--- src/rtl/ps2_scan_rx_pkg.sv ---
// PS/2 receiver shared definitions: frame FSM states and prefix bytes.
// is_event() tells an ordinary scancode (E1 included) from a prefix.
package ps2_scan_rx_pkg;

  typedef enum logic [1:0] {
    IDLE,
    DATA,
    PARITY,
    STOP
  } state_t;

  localparam logic [7:0] PS2_BRK   = 8'hF0;
  localparam logic [7:0] PS2_EXT   = 8'hE0;
  localparam logic [7:0] PS2_PAUSE = 8'hE1;

  // E1 (Pause) is passed through as a plain code
  function automatic logic is_event(input logic [7:0] b);
    return (b == PS2_PAUSE) ||
           ((b != PS2_BRK) && (b != PS2_EXT));
  endfunction

endpackage

--- src/rtl/ps2_filter.sv ---
// PS/2 pin conditioner: 2-FF synchroniser plus stability filter.
// Ports: clock, reset (sync, high), pin (async in), level (filtered, resets to 1).
module ps2_filter #(
  parameter int unsigned FILTER = 8
) (
  input  logic clock,
  input  logic reset,
  input  logic pin,
  output logic level
);

  localparam int CW = $clog2(FILTER + 1);

  logic          s0;
  logic          s1;
  logic [CW-1:0] cnt;

  // level follows s1 only after FILTER differing samples in a row
  always_ff @(posedge clock) begin
    if (reset) begin
      s0    <= 1'b1;
      s1    <= 1'b1;
      level <= 1'b1;
      cnt   <= '0;
    end else begin
      s0 <= pin;
      s1 <= s0;
      if (s1 == level) begin
        cnt <= '0;
      end else if (cnt == CW'(FILTER - 1)) begin
        level <= s1;
        cnt   <= '0;
      end else begin
        cnt <= cnt + CW'(1);
      end
    end
  end

endmodule

--- src/rtl/ps2_scan_rx.sv ---
// PS/2 keyboard receiver: frames, E0/F0 prefixes -> kstb/make/code/ext.
// Ports: clock, reset, ps2Ck, ps2D in; kstb, make, code, ext, err out.
// Define PS2_WATCHDOG_EN to abort partial frames after TIMEOUT cycles.
module ps2_scan_rx
  import ps2_scan_rx_pkg::*;
#(
  parameter int unsigned FILTER  = 8,
  parameter int unsigned TIMEOUT = 56000
) (
  input  logic       clock,
  input  logic       reset,
  input  logic       ps2Ck,
  input  logic       ps2D,
  output logic       kstb,
  output logic       make,
  output logic [7:0] code,
  output logic       ext,
  output logic       err
);

  logic       ck_f;
  logic       d_f;
  logic       ck_q;
  logic       fall;
  state_t     state;
  logic [7:0] sr;
  logic [2:0] bcnt;
  logic       par;
  logic       pok;
  logic       brk;
  logic       extf;

  ps2_filter #(.FILTER(FILTER)) u_ck (
    .clock(clock),
    .reset(reset),
    .pin  (ps2Ck),
    .level(ck_f)
  );

  ps2_filter #(.FILTER(FILTER)) u_d (
    .clock(clock),
    .reset(reset),
    .pin  (ps2D),
    .level(d_f)
  );

  assign fall = ck_q & ~ck_f;

`ifdef PS2_WATCHDOG_EN
  localparam int WW = $clog2(TIMEOUT);
  logic [WW-1:0] wd;
`else
  logic unused_tmo;
  assign unused_tmo = (TIMEOUT != 0);
`endif

  always_ff @(posedge clock) begin
    if (reset) begin
      ck_q  <= 1'b1;
      state <= IDLE;
      sr    <= '0;
      bcnt  <= '0;
      par   <= 1'b1;
      pok   <= 1'b0;
      brk   <= 1'b0;
      extf  <= 1'b0;
      kstb  <= 1'b0;
      make  <= 1'b0;
      code  <= '0;
      ext   <= 1'b0;
      err   <= 1'b0;
`ifdef PS2_WATCHDOG_EN
      wd    <= '0;
`endif
    end else begin
      ck_q <= ck_f;
      kstb <= 1'b0;
      err  <= 1'b0;
      if (fall) begin
        unique case (state)
          IDLE: begin
            if (!d_f) begin
              state <= DATA;
              bcnt  <= '0;
              par   <= 1'b1;
            end
          end
          DATA: begin
            sr   <= {d_f, sr[7:1]};
            par  <= par ^ d_f;
            bcnt <= bcnt + 3'd1;
            if (bcnt == 3'd7) state <= PARITY;
          end
          PARITY: begin
            // par started at 1, so odd parity leaves it equal to the bit
            pok   <= (par == d_f);
            state <= STOP;
          end
          STOP: begin
            state <= IDLE;
            if (d_f && pok) begin
              if (is_event(sr)) begin
                kstb <= 1'b1;
                code <= sr;
                make <= ~brk;
                ext  <= extf;
                brk  <= 1'b0;
                extf <= 1'b0;
              end else if (sr == PS2_BRK) begin
                brk <= 1'b1;
              end else begin
                extf <= 1'b1;
              end
            end else begin
              err  <= 1'b1;
              brk  <= 1'b0;
              extf <= 1'b0;
            end
          end
          default: state <= IDLE;
        endcase
      end
`ifdef PS2_WATCHDOG_EN
      // timeout only fires without a fall, so it never collides with kstb
      if (fall) begin
        wd <= '0;
      end else if (state != IDLE) begin
        wd <= wd + WW'(1);
        if (wd == WW'(TIMEOUT - 1)) begin
          state <= IDLE;
          err   <= 1'b1;
          brk   <= 1'b0;
          extf  <= 1'b0;
          wd    <= '0;
        end
      end
`endif
    end
  end

endmodule
--- config.mk ---
export PLATFORM = sky130hd
export DESIGN_NAME = ps2_scan_rx
export DESIGN_NICKNAME = d
export VERILOG_FILES = /design/src/rtl/ps2_scan_rx_pkg.sv /design/src/rtl/ps2_filter.sv /design/src/rtl/ps2_scan_rx.sv
export SDC_FILE = /design/constraint.sdc
export NUM_CORES = 1
export LEC_CHECK = 0
export ABC_AREA = 1
export CAP_MARGIN = 20
export CORE_MARGIN = 4
export CORE_UTILIZATION = 56
export DETAILED_ROUTE_END_ITERATION = 6
export PLACE_DENSITY = 0.87
export SLEW_MARGIN = 20
export SYNTH_ARGS = -nofsm -noshare
export SYNTH_HDL_FRONTEND = slang
export SYNTH_SLANG_ARGS = --single-unit
export TNS_END_PERCENT = 1
--- constraint.sdc ---
create_clock -name clock -period 1.6 [get_ports clock]
set_input_delay 0.24 -clock clock [delete_from_list [all_inputs] [get_ports clock]]
set_output_delay 0.24 -clock clock [all_outputs]
set_load 0.005 [all_outputs]
==> metrics.md, run 1 <==
| Metric | Value |
|---|---|
| Status | finished, final reports clean |
| Internal power | 1340 uW |
| WL/cell | 10.3 um |
| Skew-Pair Late Insertion Delay | 350 ps |
| Power density over cell area | 803 mW/mm^2 |
| Synthesized instance count | 236 |
| Drt initial violations | 59 |
| CTS Buf Count | 5 |
| First-pass GRT wire length | 5800 um |
| Unrepaired setup endpoints after global routing | no |
| Total track usage | 0.178 |
| Mux share of post-synthesis cell area | 0 |
| Cell Chain, Critical Path | clkdlybuf4s50_1 |
| CTS tree | yes |
| Layout cell share with drive strength beyond 1 | 0.105 |
| TritonRoute pass-1 iters | 4 |
| Post-DRT Antenna Nets | 0 |
| Crit Path Class | register to output pin |
| GRT Residual Overflow | 0 |
| Critical Path Sink Type | output pin |
| Comb pwr share | 0.029 |
| Largest family of logic cells by synthesized area | simple AND/OR/NAND/NOR gates |
| Unique masters post-synth | 23 |
| N_diodes | 0 |
| Sequential area share after synthesis | 0.481 |
| Async S/R FF share, synth | 0 |
| Post-Synthesis Cell Area | 0.00183 sq mm |
| Sequential share of power | 0.651 |
| Slowest cell on crit path | clkdlybuf4s50_1 |
| Clock power share | 0.319 |
| Routability-driven placement congestion ratio | 0.825 |
| Relative slew slack | 0.722 |
| Nets@finish | 269 |
| Die H | 65.2 um |
| Worst Skew | 6.23 ps |
| Slew @ Worst Pin | 415 ps |
| DRC viols | 0 |
| Fin. Hold Viols | 0 |
| Crit-path max cell delay | 500 ps |
| Layout area overhead | 15.3% |
| Leak | 0.000821 uW |
| Critical path capture point | code[5] |
| Routed vias/inst | 4.83 |
| Worst min path class | register to register |
| Post-synthesis compound-gate area fraction | 0.0656 |
| Clk pin slew, worst setup/hold paths | 120 ps |
| Initial antenna violation count | 0 |
| Final Instance Area | 0.00211 sq mm |
| Hold_sp | u_ck.s0 |
| Worst reg2reg endpoint | bcnt[2] |
| Required time worst endpoint | 1360 ps |
| Reg-to-Reg Start | state[1] |
| # Max-Cap Violations | 0 |
| Syn Area/Cell | 7.76 sq um |
| Synth Area in Adders | 0.0546 |
| PortBufs | 15 |
| Max Freq | 0.692 GHz |
| Simple-Gate Fraction of Synth Area | 0.307 |
| Die W | 65.2 um |
| Period minus WS final | 1450 ps |
| Number of synthesized flops with an enable pin | 0 |
| Worst vdd ir | 475 uV |
| Buf/Inv on CP | 1 |
| CP delay by family, top | buffers and inverters |
| H-Tree Depth | 2 |
| Root buffer cell | clkbuf_4 |
| Number of setup buffers added after CTS | 0 |
| Core area | 0.00310 sq mm |
| Pin count of the biggest net entering global routing | 19 |
| Number of I/O pins | 16 |
| Max Fanout on Critical Path | 2 |
| Synth Warn # | 0 |
| Synth Flop Type | dfxtp_1 |
| Rows | 20 |
| Startpoint types | register |
| Synthesized Nets | 248 |
| Vias in the first global route | 1384 |
| Final Slew Violations | 0 |
| Sw frac | 0.209 |
| Tcrit/Tclk final | 0.903 |
| CP Data Arrival Time | 1210 ps |
| Die area | 0.00425 sq mm |
| Synth Area in XOR/XNOR | 0.0239 |
| Sw power | 354 uW |
| Cell depth of the worst setup path | 1 |
| Final setup vio count | 0 |
| Clk sink count | 44 |
| Dpl hpwl | 2260 um |
| Post-Route Setup TNS | 0 ps |
| FF-to-FF setup slack | 180 ps |
| R2r worst-path depth | 6 |
| CP Launch Point | code[5] |
| Starting Density | 0.590 |
| Flops & latches, synth | 44 |
| CTS max path bufs | 2 |
| Via Count | 1459 |
| Post-DP Area | 0.00205 sq mm |
| Total wire length | 3100 um |
## layout by cell type (no fill, tap or decap), drive strengths merged
| cell type | netlist | layout |
|---|---|---|
| a21oi | 16 | 16 |
| buf | 3 | 4 |
| clkbuf | 2 | 8 |
| clkdlybuf4s50 | 0 | 15 |
| clkinv | 1 | 1 |
| dfxtp | 44 | 44 |
| ha | 8 | 8 |
| inv | 26 | 26 |
| nand2 | 43 | 43 |
| nand3 | 28 | 28 |
| nor2 | 41 | 41 |
| nor3 | 4 | 4 |
| o21ai | 8 | 8 |
| or2 | 7 | 7 |
| xnor2 | 1 | 1 |
| xor2 | 4 | 4 |
## timing repair
action | CTS | global route
setup endpoints to repair | 0 | 14
hold buffers | 0 | 0
resized for setup | 0 | 2
## power groups by stage
stage                     sequential (uW)  clock (uW)  combinational (uW)
after detailed placement             1130           0                49.3
after global placement               1130           0                48.1
final                                1100         541                49.8
after global routing                 1110         611                57.2
after CTS                            1100         562                49.5
after floorplan                      1130           0                28.3
## cell type report
type / instances / area [sq um]
fillers: 294 / 991
inverters: 27 / 103
well taps: 44 / 55.1
repair buffers: 19 / 180
flip-flops and latches: 44 / 881
multi-input cells: 160 / 835
clock buffers: 8 / 58.8
## metrics by stage
stage | util | instances | setup WS (ps) | total power [uW] | hold slack (ps)
4_1_cts | 0.678 | 302 | 90.9 | 1720 | 424
2_1_floorplan | - | 236 | 290 | 1160 | 344
5_1_grt | 0.681 | 302 | 38.1 | 1770 | 446
3_5_place_dp | 0.659 | 294 | 110 | 1180 | 395
3_3_place_gp | 0.659 | 294 | 161 | 1180 | 393
6_report | 0.681 | 302 | 155 | 1690 | 422
## worst min path at each step
stage | depth (start not counted) | to | slack (ps)
2_1_floorplan | 1 | u_ck.s0 | 340
3_3_place_gp | 1 | u_ck.s1 | 390
3_5_place_dp | 1 | u_ck.s1 | 400
4_1_cts | 1 | u_ck.s1 | 420
5_1_grt | 1 | u_d.s1 | 450
6_report | 1 | u_ck.s1 | 420
## logic make-up (layout without fill, tap and decap cells)
kind of cell,count (synthesis),count (layout)
fa+ha+maj,8,8
buf+inv,32,54
simple gates,123,123
xor+xnor,5,5
compound gates,24,24
flops,44,44
## per-layer routing
metal  up-vias  track usage  wire length, um  part of all wire
li1        790            -                -                 -
met1       643        0.216             1480              0.48
met2        19        0.290             1450              0.47
met5         -            0                0                 0
met4         0       0.0933               72             0.023
met3         7       0.0427               97             0.031
## registers in the layout, indices dropped and copies added, names as in the netlist
signal	count
bcnt	3
brk	1
ck_q	1
code	8
err	1
ext	1
extf	1
kstb	1
make	1
par	1
pok	1
sr	8
state	2
u_ck.cnt	4
u_ck.level	1
u_ck.s0	1
u_ck.s1	1
u_d.cnt	4
u_d.level	1
u_d.s0	1
u_d.s1	1
## Yosys cell counts, types with 4 or more instances
library cell,count,area share
dfxtp_1,44,0.48
nand2_1,41,0.084
nor2_1,38,0.078
nand3_1,27,0.074
inv_1,24,0.049
a21oi_1,16,0.044
ha_1,8,0.055
or2_2,7,0.024
o21ai_0,6,0.016
nor3_1,4,0.011
xor2_1,4,0.019
(Power assumes the default switching activity.)
==> run 2, diff against run 1 <==
--- a/config.mk
+++ b/config.mk
@@ -9,6 +9,7 @@
 export CAP_MARGIN = 20
 export CORE_MARGIN = 4
 export CORE_UTILIZATION = 56
+export CTS_BUF_LIST = sky130_fd_sc_hd__clkbuf_16
 export DETAILED_ROUTE_END_ITERATION = 6
 export PLACE_DENSITY = 0.87
 export SLEW_MARGIN = 20
==> run 2 against run 1 <==
Compared with the run above: non-clock buffer count did not move; register-to-register slack about the same; routed wire length is 3.0% higher.
==> metrics.md, run 2 (synthesis gave the netlist of run 1 again) <==
| Metric | Value |
|---|---|
| Status | finished, final reports clean |
| Worst vdd ir | 622 uV (+31%) |
| Slew @ Worst Pin | 412 ps (-3.90 ps) |
| Clk sink count | 44 (unchanged) |
| Routed vias/inst | 4.90 (+1.5%) |
| Post-Route Setup TNS | 0 ps (unchanged) |
| Dpl hpwl | 2260 um (unchanged) |
| Commonest cells after routing, fill and taps aside | dfxtp_1 (44), nand2_1 (41), nor2_1 (37) |
| Tcrit/Tclk final | 0.890 (-0.0137) |
| Rows | 20 (unchanged) |
| Crit Path Class | register to register |
| WL/cell | 10.6 um (+3.0%) |
| H-Tree Depth | 2 (unchanged) |
| Final Instance Area | 0.00219 sq mm (+3.7%) |
| DRC viols | 0 (unchanged) |
| Startpoint types | register |
| Number of setup buffers added after CTS | 0 (unchanged) |
| Commonest non-fill, non-tap cell in the layout | dfxtp_1 |
| Leak | 0.000863 uW (+5.0%) |
| Core area | 0.00310 sq mm (unchanged) |
| N_diodes | 0 (unchanged) |
| GRT Residual Overflow | 0 (unchanged) |
| Relative slew slack | 0.725 (+0.00261) |
| Total wire length | 3190 um (+3.0%) |
| R2r worst-path depth | 6 (unchanged) |
| Die H | 65.2 um (unchanged) |
| Pin count of the biggest net entering global routing | 19 (unchanged) |
| Util after Layout | 0.706 (+0.0250) |
| Initial antenna violation count | 0 (unchanged) |
| Number of I/O pins | 16 (unchanged) |
| Top flop regs | code x8, sr x8 |
| Root buffer cell | clkbuf_16 |
| First-pass GRT wire length | 5930 um (+2.4%) |
| Layout area overhead | 19.5% |
| Post-DP Area | 0.00205 sq mm (unchanged) |
| Die W | 65.2 um (unchanged) |
| TritonRoute pass-1 iters | 4 (unchanged) |
| Required time worst endpoint | 1770 ps (+410 ps) |
| Worst Skew | 4.31 ps (-1.92 ps) |
| CTS max path bufs | 2 (unchanged) |
| # Max-Cap Violations | 0 (unchanged) |
| Critical Path Sink Type | register |
| Max Fanout on Critical Path | 10 (+8) |
| Final setup vio count | 0 (unchanged) |
| Unrepaired setup endpoints after global routing | no |
| Drt initial violations | 38 (-36%) |
| Via Count | 1481 (+1.5%) |
| PortBufs | 15 (unchanged) |
| Hold depth | 1 (unchanged) |
| Post-DRT Antenna Nets | 0 (unchanged) |
| Layout cell share with drive strength beyond 1 | 0.101 (-0.00388) |
| Max Freq | 0.703 GHz (+1.5%) |
| CTS Buf Count | 5 (unchanged) |
| Power density over cell area | 954 mW/mm^2 (+19%) |
| Starting Density | 0.590 (unchanged) |
| Nets@finish | 269 (unchanged) |
| Period minus WS final | 1420 ps (-22.0 ps) |
| Routability-driven placement congestion ratio | 0.825 (unchanged) |
| CP Data Arrival Time | 1600 ps (+390 ps) |
| Fin. Hold Viols | 0 (unchanged) |
| CTS tree | yes |
| Fillers | 274 (-6.8%) |
| Vias in the first global route | 1438 (+3.9%) |
| Worst min path class | register to register |
| Clk pin slew, worst setup/hold paths | 60 ps (-60 ps) |
| Total track usage | 0.182 (+0.00398) |
| Skew-Pair Late Insertion Delay | 280 ps (-70 ps) |
| Die area | 0.00425 sq mm (unchanged) |
| Final Slew Violations | 0 (unchanged) |
==> run 2: cell types whose count changed in the layout (fill, tap and decap cells not counted) <==
cell       before  now
clkbuf_1        2    0
clkbuf_16       0    5
clkbuf_4        5    0
clkbuf_8        1    0
clkinv_1        0    1
inv_1          24   26
==> run 2: stage by stage <==
stage                     power [uW]  std cells  hold WS [ps]  worst slack [ps]
after detailed placement        1180        294           395               110
after global placement          1180        294           393               161
after CTS                       2110        302           409              98.1
after floorplan                 1160        236           344               290
after global routing            2170        302           428              44.0
final                           2090        302           408               177
==> run 2: final cells by class <==
type	count	area (sq um)	share of cell area
timing repair buffer	19	180	0.0823
clock inverter	3	11.3	0.00514
inverter	27	103	0.0469
multi-input combinational	160	835	0.381
sequential	44	881	0.402
tap	44	55.1	0.0251
clock buffer	5	125	0.0571
==> run 2: layer usage <==
metal,wire length [um],GRT usage,share of wire,vias to the layer above
met5,0,0,0,-
met4,52,0.0933,0.016,0
met3,103,0.0427,0.032,7
met2,1500,0.303,0.47,13
met1,1530,0.216,0.48,671
li1,-,-,-,790
==> run 2: timing repair <==
item | 4_1_cts | 5_1_grt
gates resized for setup | 0 | 2
hold buffers | 0 | 0
endpoints found under the setup margin | 0 | 13
==> run 2: worst max-delay path, stage by stage (launching register included) <==
cell and delay [ps]:
dfxtp_1 370, ha_1 230, nand3_1 200, nor2_4 270, nand3_1 110, nand2_1 90, nor2_1 40
==> run 2: power by group <==
group,internal (uW),switching [uW]
clock network,560,374
registers,1100,2.96
logic,23.3,26.6
==> run 2: path summary, 6_finish.rpt <==
kind              slack, ps      from  endpoint
setup / recovery        180  state[1]       ext
hold / removal          410   u_ck.s0   u_ck.s1
setup reg to reg        180  state[1]       ext
hold reg to reg         410   u_ck.s0   u_ck.s1
==> run 3, diff against run 2 <==
--- a/config.mk
+++ b/config.mk
@@ -10,6 +10,7 @@
 export CORE_MARGIN = 4
 export CORE_UTILIZATION = 56
 export CTS_BUF_LIST = sky130_fd_sc_hd__clkbuf_16
+export CTS_CLUSTER_SIZE = 14
 export DETAILED_ROUTE_END_ITERATION = 6
 export PLACE_DENSITY = 0.87
 export SLEW_MARGIN = 20
==> results of run 3 <==
The final DEF is identical to that of run 2; final timing and power are the same.
